File: config.mk
export PLATFORM = sky130hd
export DESIGN_NAME = alu_req_arbiter_flat
export DESIGN_NICKNAME = d
export VERILOG_FILES = /design/src/rtl/alu_req_arbiter_if.sv /design/src/rtl/alu_req_arbiter.sv /design/src/flat_wrapper.sv
export SDC_FILE = /design/constraint.sdc
export NUM_CORES = 1
export LEC_CHECK = 0
export CAP_MARGIN = 10
export CORE_MARGIN = 2
export CORE_UTILIZATION = 42
export CTS_BUF_LIST = sky130_fd_sc_hd__clkbuf_8
export DETAILED_ROUTE_END_ITERATION = 10
export GPL_ROUTABILITY_DRIVEN = 0
export PLACE_DENSITY_LB_ADDON = 0.08
export SLEW_MARGIN = 20
export SYNTH_ARGS = -nofsm -noshare
export SYNTH_HDL_FRONTEND = slang
export SYNTH_SLANG_ARGS = --single-unit
File: constraint.sdc
create_clock -name clk -period 3.3 [get_ports clk]
set_input_delay 0.99 -clock clk [delete_from_list [all_inputs] [get_ports clk]]
set_output_delay 0.99 -clock clk [all_outputs]
set_load 0.005 [all_outputs]
File: src/rtl/alu_req_arbiter_if.sv
// alu_req_arbiter_if: the bundle of signals around the shared-ALU arbiter.
//   Requester side : req, op_in, a_in, b_in (in); gnt (out)
//   ALU side       : alu_in1, alu_in2, alu_s, alu_ld (out); alu_out (in)
//   Response side  : rsp_valid, rsp_id, rsp_data (out); rsp_ready (in)
//   Status         : busy (out)
// The slave modport is the arbiter itself. The master modport is everything around it:
// clients, the ALU and the response consumer.
interface alu_req_arbiter_if #(
    parameter int unsigned NREQ = 4
);
    logic [NREQ-1:0]   req;
    logic [NREQ*3-1:0] op_in;
    logic [NREQ*4-1:0] a_in;
    logic [NREQ*4-1:0] b_in;
    logic [NREQ-1:0]   gnt;
    logic [3:0]        alu_in1;
    logic [3:0]        alu_in2;
    logic [2:0]        alu_s;
    logic              alu_ld;
    logic [7:0]        alu_out;
    logic              rsp_valid;
    logic [1:0]        rsp_id;
    logic [7:0]        rsp_data;
    logic              rsp_ready;
    logic              busy;

    modport slave (
        input  req, op_in, a_in, b_in, alu_out, rsp_ready,
        output gnt, alu_in1, alu_in2, alu_s, alu_ld, rsp_valid, rsp_id, rsp_data, busy
    );

    modport master (
        output req, op_in, a_in, b_in, alu_out, rsp_ready,
        input  gnt, alu_in1, alu_in2, alu_s, alu_ld, rsp_valid, rsp_id, rsp_data, busy
    );
endinterface

File: src/rtl/alu_req_arbiter.sv
// alu_req_arbiter: shares one 4-bit, 8-function ALU among NREQ requesters.
// A round-robin pick in IDLE grants one requester and latches its op and operands. LOAD
// pulses the ALU's ld. WAIT covers the op's latency and captures alu_out. RESP holds the
// result under a valid/ready handshake.
// Ports:
//   clk  - rising-edge clock
//   rst  - asynchronous, active-low reset
//   bus  - alu_req_arbiter_if.slave (request, ALU, response and busy signals)
module alu_req_arbiter #(
    parameter int unsigned NREQ       = 4,
    parameter int unsigned CNT_CYCLES = 4
) (
    input logic              clk,
    input logic              rst,
    alu_req_arbiter_if.slave bus
);
    localparam int unsigned CntW = $clog2(CNT_CYCLES + 1);

    typedef enum logic [1:0] {StIdle, StLoad, StWait, StResp} state_e;

    state_e          state_q, state_d;
    logic [1:0]      last_q, last_d;
    logic [1:0]      id_q, id_d;
    logic [2:0]      op_q, op_d;
    logic [3:0]      a_q, a_d;
    logic [3:0]      b_q, b_d;
    logic [7:0]      data_q, data_d;
    logic [CntW-1:0] cnt_q, cnt_d;

    logic            win_found;
    logic [1:0]      win_idx;
    logic [1:0]      scan_idx;
    logic [2:0]      win_op;
    logic [3:0]      win_a;
    logic [3:0]      win_b;

    // Round-robin: scan from the slot after the last served requester, wrapping around.
    always_comb begin
        win_found = 1'b0;
        win_idx   = '0;
        scan_idx  = '0;
        for (int unsigned i = 1; i <= NREQ; i++) begin
            scan_idx = 2'((32'(last_q) + i) % NREQ);
            if (!win_found && bus.req[scan_idx]) begin
                win_found = 1'b1;
                win_idx   = scan_idx;
            end
        end
        win_op = '0;
        win_a  = '0;
        win_b  = '0;
        for (int unsigned i = 0; i < NREQ; i++) begin
            if (32'(win_idx) == i) begin
                win_op = bus.op_in[3*i +: 3];
                win_a  = bus.a_in[4*i +: 4];
                win_b  = bus.b_in[4*i +: 4];
            end
        end
    end

    always_comb begin
        state_d = state_q;
        last_d  = last_q;
        id_d    = id_q;
        op_d    = op_q;
        a_d     = a_q;
        b_d     = b_q;
        data_d  = data_q;
        cnt_d   = cnt_q;
        unique case (state_q)
            StIdle: begin
                if (win_found) begin
                    id_d    = win_idx;
                    op_d    = win_op;
                    a_d     = win_a;
                    b_d     = win_b;
                    state_d = StLoad;
                end
            end
            StLoad: begin
                // Counter ops need the ALU to step for several cycles before capture.
                cnt_d   = (op_q == 3'b101 || op_q == 3'b110) ? CntW'(CNT_CYCLES) : CntW'(1);
                state_d = StWait;
            end
            StWait: begin
                if (cnt_q == CntW'(1)) begin
                    data_d  = bus.alu_out;
                    state_d = StResp;
                end else begin
                    cnt_d = cnt_q - CntW'(1);
                end
            end
            StResp: begin
                if (bus.rsp_ready) begin
                    last_d  = id_q;
                    state_d = StIdle;
                end
            end
            default: state_d = StIdle;
        endcase
    end

    always_ff @(posedge clk or negedge rst) begin
        if (!rst) begin
            state_q <= StIdle;
            last_q  <= 2'(NREQ - 1);
            id_q    <= '0;
            op_q    <= '0;
            a_q     <= '0;
            b_q     <= '0;
            data_q  <= '0;
            cnt_q   <= '0;
        end else begin
            state_q <= state_d;
            last_q  <= last_d;
            id_q    <= id_d;
            op_q    <= op_d;
            a_q     <= a_d;
            b_q     <= b_d;
            data_q  <= data_d;
            cnt_q   <= cnt_d;
        end
    end

    // A grant cannot be honoured while reset holds the latches, so it is suppressed too.
    assign bus.gnt       = (rst && state_q == StIdle && win_found) ?
                           (NREQ'(1) << win_idx) : '0;
    assign bus.alu_ld    = (state_q == StLoad);
    assign bus.alu_in1   = a_q;
    assign bus.alu_in2   = b_q;
    assign bus.alu_s     = op_q;
    assign bus.rsp_valid = (state_q == StResp);
    assign bus.rsp_id    = id_q;
    assign bus.rsp_data  = data_q;
    assign bus.busy      = (state_q != StIdle);
endmodule
File: src/flat_wrapper.sv
// flat-port wrapper written by rule: the top's interface ports become plain ports
module alu_req_arbiter_flat 
#(
    parameter int unsigned NREQ       = 4,
    parameter int unsigned CNT_CYCLES = 4
)
  (clk, rst, bus_req, bus_op_in, bus_a_in, bus_b_in, bus_alu_out, bus_rsp_ready, bus_gnt, bus_alu_in1, bus_alu_in2, bus_alu_s, bus_alu_ld, bus_rsp_valid, bus_rsp_id, bus_rsp_data, bus_busy);
  alu_req_arbiter_if #(.NREQ(NREQ)) bus_i ();
  input logic clk;
  input logic rst;
  input wire logic [$bits(bus_i.req)-1:0] bus_req;
  input wire logic [$bits(bus_i.op_in)-1:0] bus_op_in;
  input wire logic [$bits(bus_i.a_in)-1:0] bus_a_in;
  input wire logic [$bits(bus_i.b_in)-1:0] bus_b_in;
  input wire logic [$bits(bus_i.alu_out)-1:0] bus_alu_out;
  input wire logic [$bits(bus_i.rsp_ready)-1:0] bus_rsp_ready;
  output wire logic [$bits(bus_i.gnt)-1:0] bus_gnt;
  output wire logic [$bits(bus_i.alu_in1)-1:0] bus_alu_in1;
  output wire logic [$bits(bus_i.alu_in2)-1:0] bus_alu_in2;
  output wire logic [$bits(bus_i.alu_s)-1:0] bus_alu_s;
  output wire logic [$bits(bus_i.alu_ld)-1:0] bus_alu_ld;
  output wire logic [$bits(bus_i.rsp_valid)-1:0] bus_rsp_valid;
  output wire logic [$bits(bus_i.rsp_id)-1:0] bus_rsp_id;
  output wire logic [$bits(bus_i.rsp_data)-1:0] bus_rsp_data;
  output wire logic [$bits(bus_i.busy)-1:0] bus_busy;
  assign bus_i.req = bus_req;
  assign bus_i.op_in = bus_op_in;
  assign bus_i.a_in = bus_a_in;
  assign bus_i.b_in = bus_b_in;
  assign bus_i.alu_out = bus_alu_out;
  assign bus_i.rsp_ready = bus_rsp_ready;
  assign bus_gnt = bus_i.gnt;
  assign bus_alu_in1 = bus_i.alu_in1;
  assign bus_alu_in2 = bus_i.alu_in2;
  assign bus_alu_s = bus_i.alu_s;
  assign bus_alu_ld = bus_i.alu_ld;
  assign bus_rsp_valid = bus_i.rsp_valid;
  assign bus_rsp_id = bus_i.rsp_id;
  assign bus_rsp_data = bus_i.rsp_data;
  assign bus_busy = bus_i.busy;
  alu_req_arbiter #(.NREQ(NREQ), .CNT_CYCLES(CNT_CYCLES)) u_core (.clk(clk), .rst(rst), .bus(bus_i));
endmodule
-- Word-level counts from Yosys, hierarchy flattened
Index checks and enable logic that the tools add are counted.
- bits in registers: 28
- latch bits: 0
- RAM bits: 0
- ROM bits: 0
- input port bits: 59
- output and inout bits: 28
- word-level logic and storage cells: 85
- memories: 0
- add/sub/neg operators: 5
- $mul: 0
- divide/modulo/power cells: 0
- $lt $le $gt $ge: 4
- equal/unequal tests: 13
- shift-type cells: 1
- mux-type cells: 36
- bitwise operators: 0
- reduce and logical (&&, ||, !) cells: 18
- operator list (operator ; count):
    $mux 4 ; 9
    $mux 3 ; 6
    $mux 2 ; 7
    $lt 2x3->1 const B ; 4
    $bmux 1 s2 ; 4
    $eq 2x2->1 const B ; 4
    $mux 1 ; 8
    $pmux 2 s4 ; 1
    $reduce_and 2->1 ; 4
    $eq 3x3->1 const B ; 2
    $pmux 3 s2 ; 1
    $logic_and 1x1->1 ; 5
    $add 2x1->2 const B ; 2
    $add 2x2->2 const B ; 2
    $eq 2x1->1 const B ; 2
    $logic_not 2->1 ; 2
    $ne 2x1->1 const B ; 2
    $ne 2x2->1 const B ; 2
    $reduce_bool 2->1 ; 2
    $shl 1x2->4 const A ; 1
    $eq 3x1->1 const B ; 1
    $logic_not 1->1 ; 3
    $reduce_and 3->1 ; 1
    $sub 3x1->3 const B ; 1
    $logic_or 1x1->1 ; 1

-- Logic depth before layout (Yosys ltp)
- word-level depth: 18
- mapped depth: 8
- gate-level depth less buffers: 7

-- Least setup slack after synthesis
Ideal clock, no wire load.
- path type: input to output
- start: input bus_req[2]
- end: output bus_gnt[1]
- arrival: 2.012 ns
- required time: 2.310 ns
- path slack: 0.298 ns
- cell stages on the path: 6
- path buffers: 2
- cell sequence: nor2b_1 o21ai_1 a21o_1 buf_6 buf_6 nor3b_1
- longest elaborated chain between the ends: 14
- elaborated cells on any way between the ends: 25
- those cells by class: shift (1); mux (17); reduce/logical (7)
- RTL lines (element ; RTL line ; RTL):
    start, declared ; flat_wrapper.sv:11 ; input wire logic [$bits(bus_i.req)-1:0] bus_req;
    $bmux 1 s2 ; alu_req_arbiter.sv:44 ; if (!win_found && bus.req[scan_idx]) begin
    $mux 1 (not written as such) ; alu_req_arbiter.sv:44 ;
    $mux 1 ; alu_req_arbiter.sv:44 ;
    $logic_not 1->1 ; alu_req_arbiter.sv:44 ;
    $logic_and 1x1->1 ; alu_req_arbiter.sv:44 ;
    $mux 1 ; alu_req_arbiter.sv:44 ;
    $logic_not 1->1 ; alu_req_arbiter.sv:44 ;
    $logic_and 1x1->1 ; alu_req_arbiter.sv:44 ;
    $mux 1 ; alu_req_arbiter.sv:44 ;
    $logic_not 1->1 ; alu_req_arbiter.sv:44 ;
    $logic_and 1x1->1 ; alu_req_arbiter.sv:44 ;
    $mux 2 or $mux 1 (tied branches) ; alu_req_arbiter.sv:44 ;
    $shl 1x2->4 or $logic_and 1x1->1 (tied branches) ; alu_req_arbiter.sv:127, alu_req_arbiter.sv:126 ;
    $mux 4 * ; alu_req_arbiter.sv:126 ; assign bus.gnt = (rst && state_q == StIdle && win_found) ?
    end, declared ; flat_wrapper.sv:17 ; output wire logic [$bits(bus_i.gnt)-1:0] bus_gnt;
Mark *: on every way between the ends. The rest lies on a longest branch, timed or not. The select of a mux whose other input is x is not followed.

-- Worst setup path after layout
- start: input bus_req[0]
- end: output bus_gnt[3]
Same word-level chain as after synthesis.

==> flow_metrics.tcl <==
set metrics [dict create \
    status "finished clean" \
    fin_crit_ns 3.19 \
    setup_slack_ns 0.107 \
    multi_input_comb_area_um2 990 \
    overflow 0 \
    reg2reg_to "u_core.bus.alu_in1[2]" \
    arrival_ns 2.20 \
    drtAntennaViolNets 0 \
    leakagePower_nw 1.21 \
    detail_route.first_pass.iterations 4 \
    finClkSkew_ns 0.00108 \
    r2r_setup_slack_ns 1.17 \
    path_clk_slew_ns 0.09 \
    ys.flop_type "dfrtp_1" \
    layout_commonest_cell "clkdlybuf4s50_1" \
    grt_antenna_before_repair 0 \
    synth-seq-cells 28 \
    max_cap_violations 0 \
    fmax_ghz 0.313 \
    die_area_mm2 0.00475 \
    io_pins 87 \
    syn-num-nets 246 \
    worstSetupEndpoint "bus_gnt[3]" \
    placed_cells 318 \
    final_cells 327 \
    grt_use_met1 0.258 \
    synth_cell_types 32 \
    critical_path_class "input pin to primary output" \
    endpoint_kind "primary output" \
    final-seq-area_um2 703 \
    clock_latency_ns 0.27 \
    tightest_slew_ns 0.433 \
    syn_area_per_cell_um2 9.77 \
    die_x_um 68.9 \
    nets 343 \
    crit_chain "dlygate4sd2_1 > a21o_1 > a31oi_4 > nand3_1 > buf_4 > nor2b_1 > clkdlybuf4s15_2" \
    core_mm2 0.00403 \
    drtIter0Drc 78 \
    synthToLayoutAreaGrowth_pct 60.7 \
    max_stage_delay_ns 0.28 \
    drt_drc_violations_left 0 \
    top_usage_layer "met2" \
    worstPathMaxFanout 3 \
    cts_tree "done" \
    hpwlAfterDp_um 3580 \
    grt_pass1_wl_um 6970 \
    synthArstFlopShare 1.00 \
    first_global_vias 1469 \
    hold_viol_final 0 \
    finalSetupViolCount 0 \
    synth_edf_count 0 \
    critical-path-slowest-cell "dlygate4sd2_1" \
    vias 1670 \
    holdBufCountCts 0 \
    p_per_area_mw_per_mm2 767 \
    rsz0062_at_grt "no" \
    cts_buffer_depth 2 \
    diodes 0 \
    cts_buffers 3 \
    hp-start "u_core.bus.alu_in1[0]" \
    grt_usage 0.200 \
    layout_common_cells "78 x clkdlybuf4s50_1, 26 x dfrtp_1, 16 x nand2_1, 16 x mux2_2, 16 x buf_4" \
    required_ns 2.31 \
    r2r-start "u_core.last_q[1]" \
    wirelength_um 4630 \
    start_util 0.439 \
    finalCritPeriodShare 0.968 \
    yosys_warnings 0 \
    use_met3 0.0503 \
    r2r_cells 7 \
    startpoint "bus_req[0]" \
    slew_viol_final 0 \
    vias_per_cell 5.11 \
    rows 23 \
    syn_area_mm2 0.00177 \
    wl_per_cell_um 14.1 \
    drive_gt1_frac 0.184 \
    peakVddDrop_mv 0.394 \
    cts.sinks 28 \
    cts-htree-levels 1 \
    use_met2 0.327 \
    numPortBuffers 86 \
    place_ws_ns -0.426 \
    syn_inst 181 \
    start_kind "input pin" \
    die_y_um 68.9 \
    grt_max_degree 29 \
    ys_seq_area_frac 0.397 \
    hold_class "flip-flop to flip-flop" \
    cts-root-buf "clkbuf_8" \
    n_fill_cell 328 \
    relSlewSlack 0.711 \
]
where the power goes:
part / total, mW / leakage (nW) / internal [mW] / switching (mW)
registers: 0.646 / 0.329 / 0.524 / 0.122
clock network: 0.267 / 0.0357 / 0.162 / 0.105
logic: 1.27 / 0.840 / 0.711 / 0.556
total: 2.18 / 1.21 / 1.40 / 0.783
worst min-delay path by stage:
stage	endpoint	slack [ns]	cells past startpoint
2_1_floorplan	u_core.bus.alu_in1[0]	0.48	2
3_3_place_gp	u_core.bus.alu_in1[0]	0.47	2
3_5_place_dp	u_core.bus.alu_in1[0]	0.47	2
4_1_cts	u_core.bus.alu_in1[0]	0.49	2
5_1_grt	u_core.bus.alu_in1[0]	0.51	2
6_report	u_core.bus.alu_in1[0]	0.49	2
routing by layer:
layer	vias to the layer above	wire length, um
li1	846	-
met1	763	1990
met2	53	2260
met3	8	292
met4	0	85
met5	-	0
area by class of cell:
cell class / instances / share of cell area
multi-input cells: 129 / 0.348
repair buffers: 102 / 0.339
flip-flops and latches: 28 / 0.247
well taps: 50 / 0.0220
inverters: 14 / 0.0185
clock buffers: 3 / 0.0145
clock inverters: 1 / 0.0106
sequential cells by signal, summed over array words and instances (netlist names):
signal	count
u_core.bus.alu_in1	4
u_core.bus.rsp_id	2
u_core.bus.rsp_data	8
u_core.bus.alu_in2	4
u_core.last_q	2
u_core.cnt_q	3
u_core.state_q	2
u_core.bus.alu_s	3
worst max-delay path: cells and delay by family:
family,cells,cell delay (ns)
buf+inv,3,0.64
simple gates,2,0.22
compound gates,2,0.35
synthesized netlist by cell type, types with 2 or more instances:
master / instances / area (um2)
nor2b_1: 2 / 12.5
ha_1: 6 / 75.1
nand2b_1: 4 / 25.0
a211oi_1: 15 / 113
a21o_1: 2 / 15.0
xnor2_1: 2 / 17.5
o21ai_0: 6 / 30.0
nor2_1: 11 / 41.3
nand3_1: 14 / 70.1
mux2_2: 16 / 180
a21oi_1: 3 / 15.0
buf_6: 3 / 33.8
dfrtp_1: 26 / 651
dfstp_2: 2 / 52.6
nor3b_1: 2 / 15.0
o311ai_1: 6 / 52.6
inv_1: 14 / 52.6
mux2i_1: 13 / 130
nand2_1: 16 / 60.1
nand3b_1: 2 / 15.0
clkbuf_1: 5 / 18.8
per-stage QoR:
step	TNS (ns)	total power [mW]	util	hold WS (ns)	cell area, um2
after floorplan	0	1.35	-	0.480	1770
after global placement	-1.48	1.85	0.671	0.467	2700
after detailed placement	-1.54	1.88	0.671	0.473	2700
after CTS	0	2.19	0.705	0.495	2840
after global routing	0	2.35	0.706	0.510	2840
final	0	2.18	0.706	0.489	2840
cells by family (layout without fill, tap and decap cells):
logic type | Yosys count | count (layout) | share of synthesized area
AO/OA/AOI/OAI | 39 | 39 | 0.160
adder cells (fa/ha/maj) | 6 | 6 | 0.0424
flip-flops | 28 | 28 | 0.397
multiplexers | 29 | 29 | 0.175
AND/OR/NAND/NOR | 53 | 53 | 0.141
XOR/XNOR | 2 | 2 | 0.00990
buffers and inverters | 24 | 120 | 0.0735
what timing repair did:
item | CTS | global route
endpoints found under the setup margin | 4 | 4
pin swaps | 6 | 1
resized for setup | 22 | 7
hold endpoints to repair | 0 | 0
setup buffers | 5 | 0
Note: power is estimated with default switching activity, not from simulation.
